$ cat src/rtl/regfile_mp.sv
// regfile_mp: two-write-port register file with write-to-read bypass, optional hardwired
// zero register, and a self-clearing sweep that runs after every reset.
module regfile_mp #(
    parameter int DATA_W   = 32,
    parameter int ADDR_W   = 5,
    parameter int ZERO_REG = 1,
    parameter int BYPASS   = 1
) (
    input  logic              clk_i,
    input  logic              rst_n_i,
    input  logic [ADDR_W-1:0] ra1_i,
    input  logic [ADDR_W-1:0] ra2_i,
    output logic [DATA_W-1:0] rd1_o,
    output logic [DATA_W-1:0] rd2_o,
    input  logic              we0_i,
    input  logic [ADDR_W-1:0] wa0_i,
    input  logic [DATA_W-1:0] wd0_i,
    input  logic              we1_i,
    input  logic [ADDR_W-1:0] wa1_i,
    input  logic [DATA_W-1:0] wd1_i,
    input  logic [ADDR_W-1:0] dbg_addr_i,
    output logic [DATA_W-1:0] dbg_data_o,
    output logic              init_done_o
);
    localparam int DEPTH = 2 ** ADDR_W;
    localparam bit ZR    = ZERO_REG != 0;
    localparam bit BP    = BYPASS != 0;

    typedef enum logic [1:0] {RESET, CLEAR, RUN} state_e;

    state_e            state_q, state_d;
    logic [ADDR_W-1:0] cnt_q, cnt_d;
    logic              init_done_q, init_done_d;
    logic [DATA_W-1:0] mem_q [DEPTH];

    logic run, w0_ok, w1_ok;

    assign run   = state_q == RUN;
    // writes to the hardwired zero entry are dropped, so they also never bypass
    assign w0_ok = run && we0_i && !(ZR && wa0_i == '0);
    assign w1_ok = run && we1_i && !(ZR && wa1_i == '0);

    always_ff @(posedge clk_i) begin
        if (!rst_n_i) begin
            state_q     <= RESET;
            cnt_q       <= '0;
            init_done_q <= 1'b0;
        end else begin
            state_q     <= state_d;
            cnt_q       <= cnt_d;
            init_done_q <= init_done_d;
        end
    end

    always_comb begin
        state_d     = state_q;
        cnt_d       = cnt_q;
        init_done_d = init_done_q;
        case (state_q)
            RESET: state_d = CLEAR;
            CLEAR: begin
                cnt_d = cnt_q + 1'b1;
                if (&cnt_q) begin
                    state_d     = RUN;
                    init_done_d = 1'b1;
                end
            end
            default: ;
        endcase
    end

    // port 1 is applied last so it wins an address collision
    always_ff @(posedge clk_i) begin
        if (rst_n_i && state_q == CLEAR) mem_q[cnt_q] <= '0;
        if (rst_n_i && w0_ok) mem_q[wa0_i] <= wd0_i;
        if (rst_n_i && w1_ok) mem_q[wa1_i] <= wd1_i;
    end

    assign rd1_o = (!run || (ZR && ra1_i == '0)) ? '0 :
                   (BP && w1_ok && wa1_i == ra1_i) ? wd1_i :
                   (BP && w0_ok && wa0_i == ra1_i) ? wd0_i : mem_q[ra1_i];

    assign rd2_o = (!run || (ZR && ra2_i == '0)) ? '0 :
                   (BP && w1_ok && wa1_i == ra2_i) ? wd1_i :
                   (BP && w0_ok && wa0_i == ra2_i) ? wd0_i : mem_q[ra2_i];

    assign dbg_data_o  = (!run || (ZR && dbg_addr_i == '0)) ? '0 : mem_q[dbg_addr_i];
    assign init_done_o = init_done_q;
endmodule

$ cat config.mk
export PLATFORM = sky130hd
export DESIGN_NAME = regfile_mp
export DESIGN_NICKNAME = d
export VERILOG_FILES = /design/src/rtl/regfile_mp.sv
export SDC_FILE = /design/constraint.sdc
export NUM_CORES = 2
export LEC_CHECK = 0
export CAP_MARGIN = 20
export CORE_ASPECT_RATIO = 0.75
export CORE_UTILIZATION = 35
export CTS_CLUSTER_DIAMETER = 40
export DETAILED_ROUTE_END_ITERATION = 10
export PLACE_DENSITY_LB_ADDON = 0.3
export SLEW_MARGIN = 20
export SYNTH_ARGS = -nofsm -noshare
export SYNTH_HDL_FRONTEND = slang
export SYNTH_SLANG_ARGS = --single-unit
$ cat constraint.sdc
create_clock -name clk_i -period 14.6 [get_ports clk_i]
set_input_delay 4.38 -clock clk_i [delete_from_list [all_inputs] [get_ports clk_i]]
set_output_delay 4.38 -clock clk_i [all_outputs]
set_load 0.01 [all_outputs]
==> impl_metrics.csv <==
group,metric,value,unit
clocking,cts_buffer_depth,3,
job,drv_cap,0,
routing,wl_per_cell,35.0,um
placement,portBuffers,189,
timing,finalSetupViolations,0,
floorplanning,num_rows,139,
floorplanning,core-area,192000,um^2
timing,setup_tns,0,ns
logic_synthesis,ys_types,64,
routing,first_pass_iters,7,
grt,grt_max_degree,98,
critical_path,worst-path-buf-inv,4,
timing,hold_violations,0,
logic_synthesis,ys_async_sr_fraction,0,%
routing,viasPerCell,6.72,
critical_path,critPathMaxStageDelay,0.92,ns
layout,final_common_cell,"o21ai_0",
floorplanning,dieArea,197000,um^2
timing,report.final.slew_viol_count,0,
logic_synthesis,synth_edf_count,1024,
layout,final_cell_area,77200,um^2
layout,layout_common_cells,"o21ai_0 (1041), nand2_1 (1035), edfxtp_1 (1024), mux2i_1 (888), mux4_2 (330)",
floorplanning,initial_core_util,35.4,%
critical_path,cp_slowest_cell,"nor4_1",
critical_path,end_kind,"primary output",
clocking,clk_pin_slew,0.05,ns
floorplanning,fp.dieH,384,um
floorplanning,ioPinCount,190,
clocking,cts_hold_buf,0,
clocking,post_cts_resized,0,
clocking,cts_root_buf,"clkbuf_16",
placement,place_hpwl,181000,um
placement,dp_cells,8465,
layout,syn_to_final_growth,13.2,%
timing,period_needed,13.34,ns
logic_synthesis,syn_nets,6433,
power,ir_drop,0.000118,V
clocking,clock-sinks,1032,
run_status,outcome,"finished clean",
grt,grt_overflow,0,
logic_synthesis,syn_area,68200,um^2
critical_path,crit_type,"input port to primary output",
placement,gp_congestion,0.935,
grt,grt_pass1_vias,55007,
critical_path,crit_fanout,14,
routing,ant_nets,0,
critical_path,start_kind,"input port",
clocking,cts_buffers,137,
critical_path,crit_chain,"clkdlybuf4s50_1 > buf_4 > or4b_2 > buf_4 > o22ai_1 > nor4_1 > nand4_1 > a22o_1 > clkdlybuf4s50_1",
logic_synthesis,yosysSeqAreaShare,45.3,%
power,power.total,7460,uW
critical_path,critPathRequiredTime,10.22,ns
routing,routed_wl,306000,um
grt,grt_pass1_wl,425000,um
timing,relSlewSlack,16.9,%
logic_synthesis,yosys_warnings,0,
timing,period_share,91.4,%
critical_path,cp_top_family,"simple AND/OR/NAND/NOR gates",
logic_synthesis,ys.flop_type,"edfxtp_1",
floorplanning,die_w,512,um
layout,drive_gt1_share,14.6,%
logic_synthesis,syn-instance-count,6338,
power,power_leakage,0.0271,uW
grt,grt_use_total,30.2,%
critical_path,cp.arrival,8.96,ns
timing,rsz0062_at_grt,"false",
logic_synthesis,ys_ff_latch,1032,
grt,antenna_found_initial,11,
clocking,cts_tree,"done",
layout,fin_cells,8734,
timing,fmax,0.0750,GHz
clocking,post_cts_buffers,0,
timing,fin_skew,0.0212,ns
timing,fin_hold_ws,0.563,ns
layout,nNetsFinal,6165,
clocking,clk_latency,0.78,ns
logic_synthesis,syn_area_per_cell,10.8,um^2
routing,num_vias,58691,
clocking,cts_htree_levels,4,
routing,drc,0,
power,power_density,96.7,nW/um^2
routing,drt_iter0_drc,9554,
placement,placed_cell_area,72400,um^2
worst_hold_path,min_path_type,"register to register",
timing,tightest_slew,1.23,ns
[synth_stat cells (30+ instances only)]
cell type	number	share of area [%]
a22oi_1	62	0.68
a21oi_1	66	0.48
a32o_1	31	0.46
mux4_2	330	11
a221oi_1	62	0.80
buf_1	78	0.43
o21a_1	31	0.34
nor3_1	30	0.22
clkbuf_1	438	2.4
a22o_1	33	0.42
edfxtp_1	1024	45
nand2b_1	42	0.39
clkbuf_2	40	0.29
o22ai_1	317	2.9
buf_2	221	1.6
o31ai_1	33	0.36
inv_1	34	0.19
o21ai_0	1041	7.6
mux2i_1	888	13
or3_1	33	0.30
nand4_1	67	0.61
nand2_1	1049	5.8
o221ai_1	128	1.6
buf_4	32	0.35
nor4_1	70	0.64
[final cells by class]
class                      count  area, um^2
tap                         2538        3180
sequential                  1032       30900
timing repair buffer         403        3840
multi-input combinational   4461       34400
antenna                       13        32.5
clock buffer                 162        3740
clock inverter                90         957
fill                       18081      115000
inverter                      35         134
[cell families (layout without fill, tap and decap cells)]
family / after synthesis / in the layout / share of synthesized area (%)
AND/OR/NAND/NOR: 1356 / 1356 / 8.67
AO/OA/AOI/OAI: 1860 / 1860 / 16.3
flip-flops: 1032 / 1032 / 45.3
adder cells (fa/ha/maj): 2 / 2 / 0.0367
buffers and inverters: 845 / 690 / 5.32
multiplexers: 1220 / 1220 / 24.0
XOR/XNOR: 23 / 23 / 0.296
other: 0 / 13 / 0
[state kept, by name, indices dropped and copies added, names as in the netlist]
| signal | cells |
|---|---|
| cnt_q | 5 |
| mem_q | 1024 |
| state_q | 2 |
| init_done_o | 1 |
[worst reg2reg max path: cells and delay by family, from the launching register on]
| kind | cells | cell delay [ns] |
|---|---|---|
| buffers and inverters | 3 | 1.89 |
| AOI/OAI and AO/OA | 1 | 0.51 |
| DFF | 1 | 0.41 |
| and+or+nand+nor | 3 | 1.40 |
[per-layer routing]
metal  global-route usage [%]  share of wire, %  up-vias
met5                     1.01             0.015        -
met4                     17.6               6.6        8
li1                         -                 -    23992
met1                     39.9                37    28325
met2                     43.2                41     5312
met3                     9.77                15     1054
[final timing paths]
path | cells after the start | slack (ns) | startpoint | endpoint
worst max-delay path | 9 | 1.26 | ra2_i[3] | rd2_o[22]
worst min-delay path | 2 | 0.56 | state_q[1] | state_q[0]
worst max register to register | 7 | 9.99 | state_q[1] | mem_q[5][1]
worst min register to register | 2 | 0.56 | state_q[1] | state_q[0]
[through the flow]
| step | worst slack, ns | utilization (%) |
|---|---|---|
| finish | 1.26 | 40.1 |
| global route | 1.34 | 40.1 |
| CTS | 1.49 | 40.1 |
| detailed placement | 1.49 | 37.6 |
| global placement | 1.54 | 37.6 |
| floorplan | 4.15 | - |
[power breakdown]
part	internal [uW]	switching (uW)
combinational	238	443
sequential	3220	7.55
clock	2100	1460
Power figures use the tool's default switching activity.
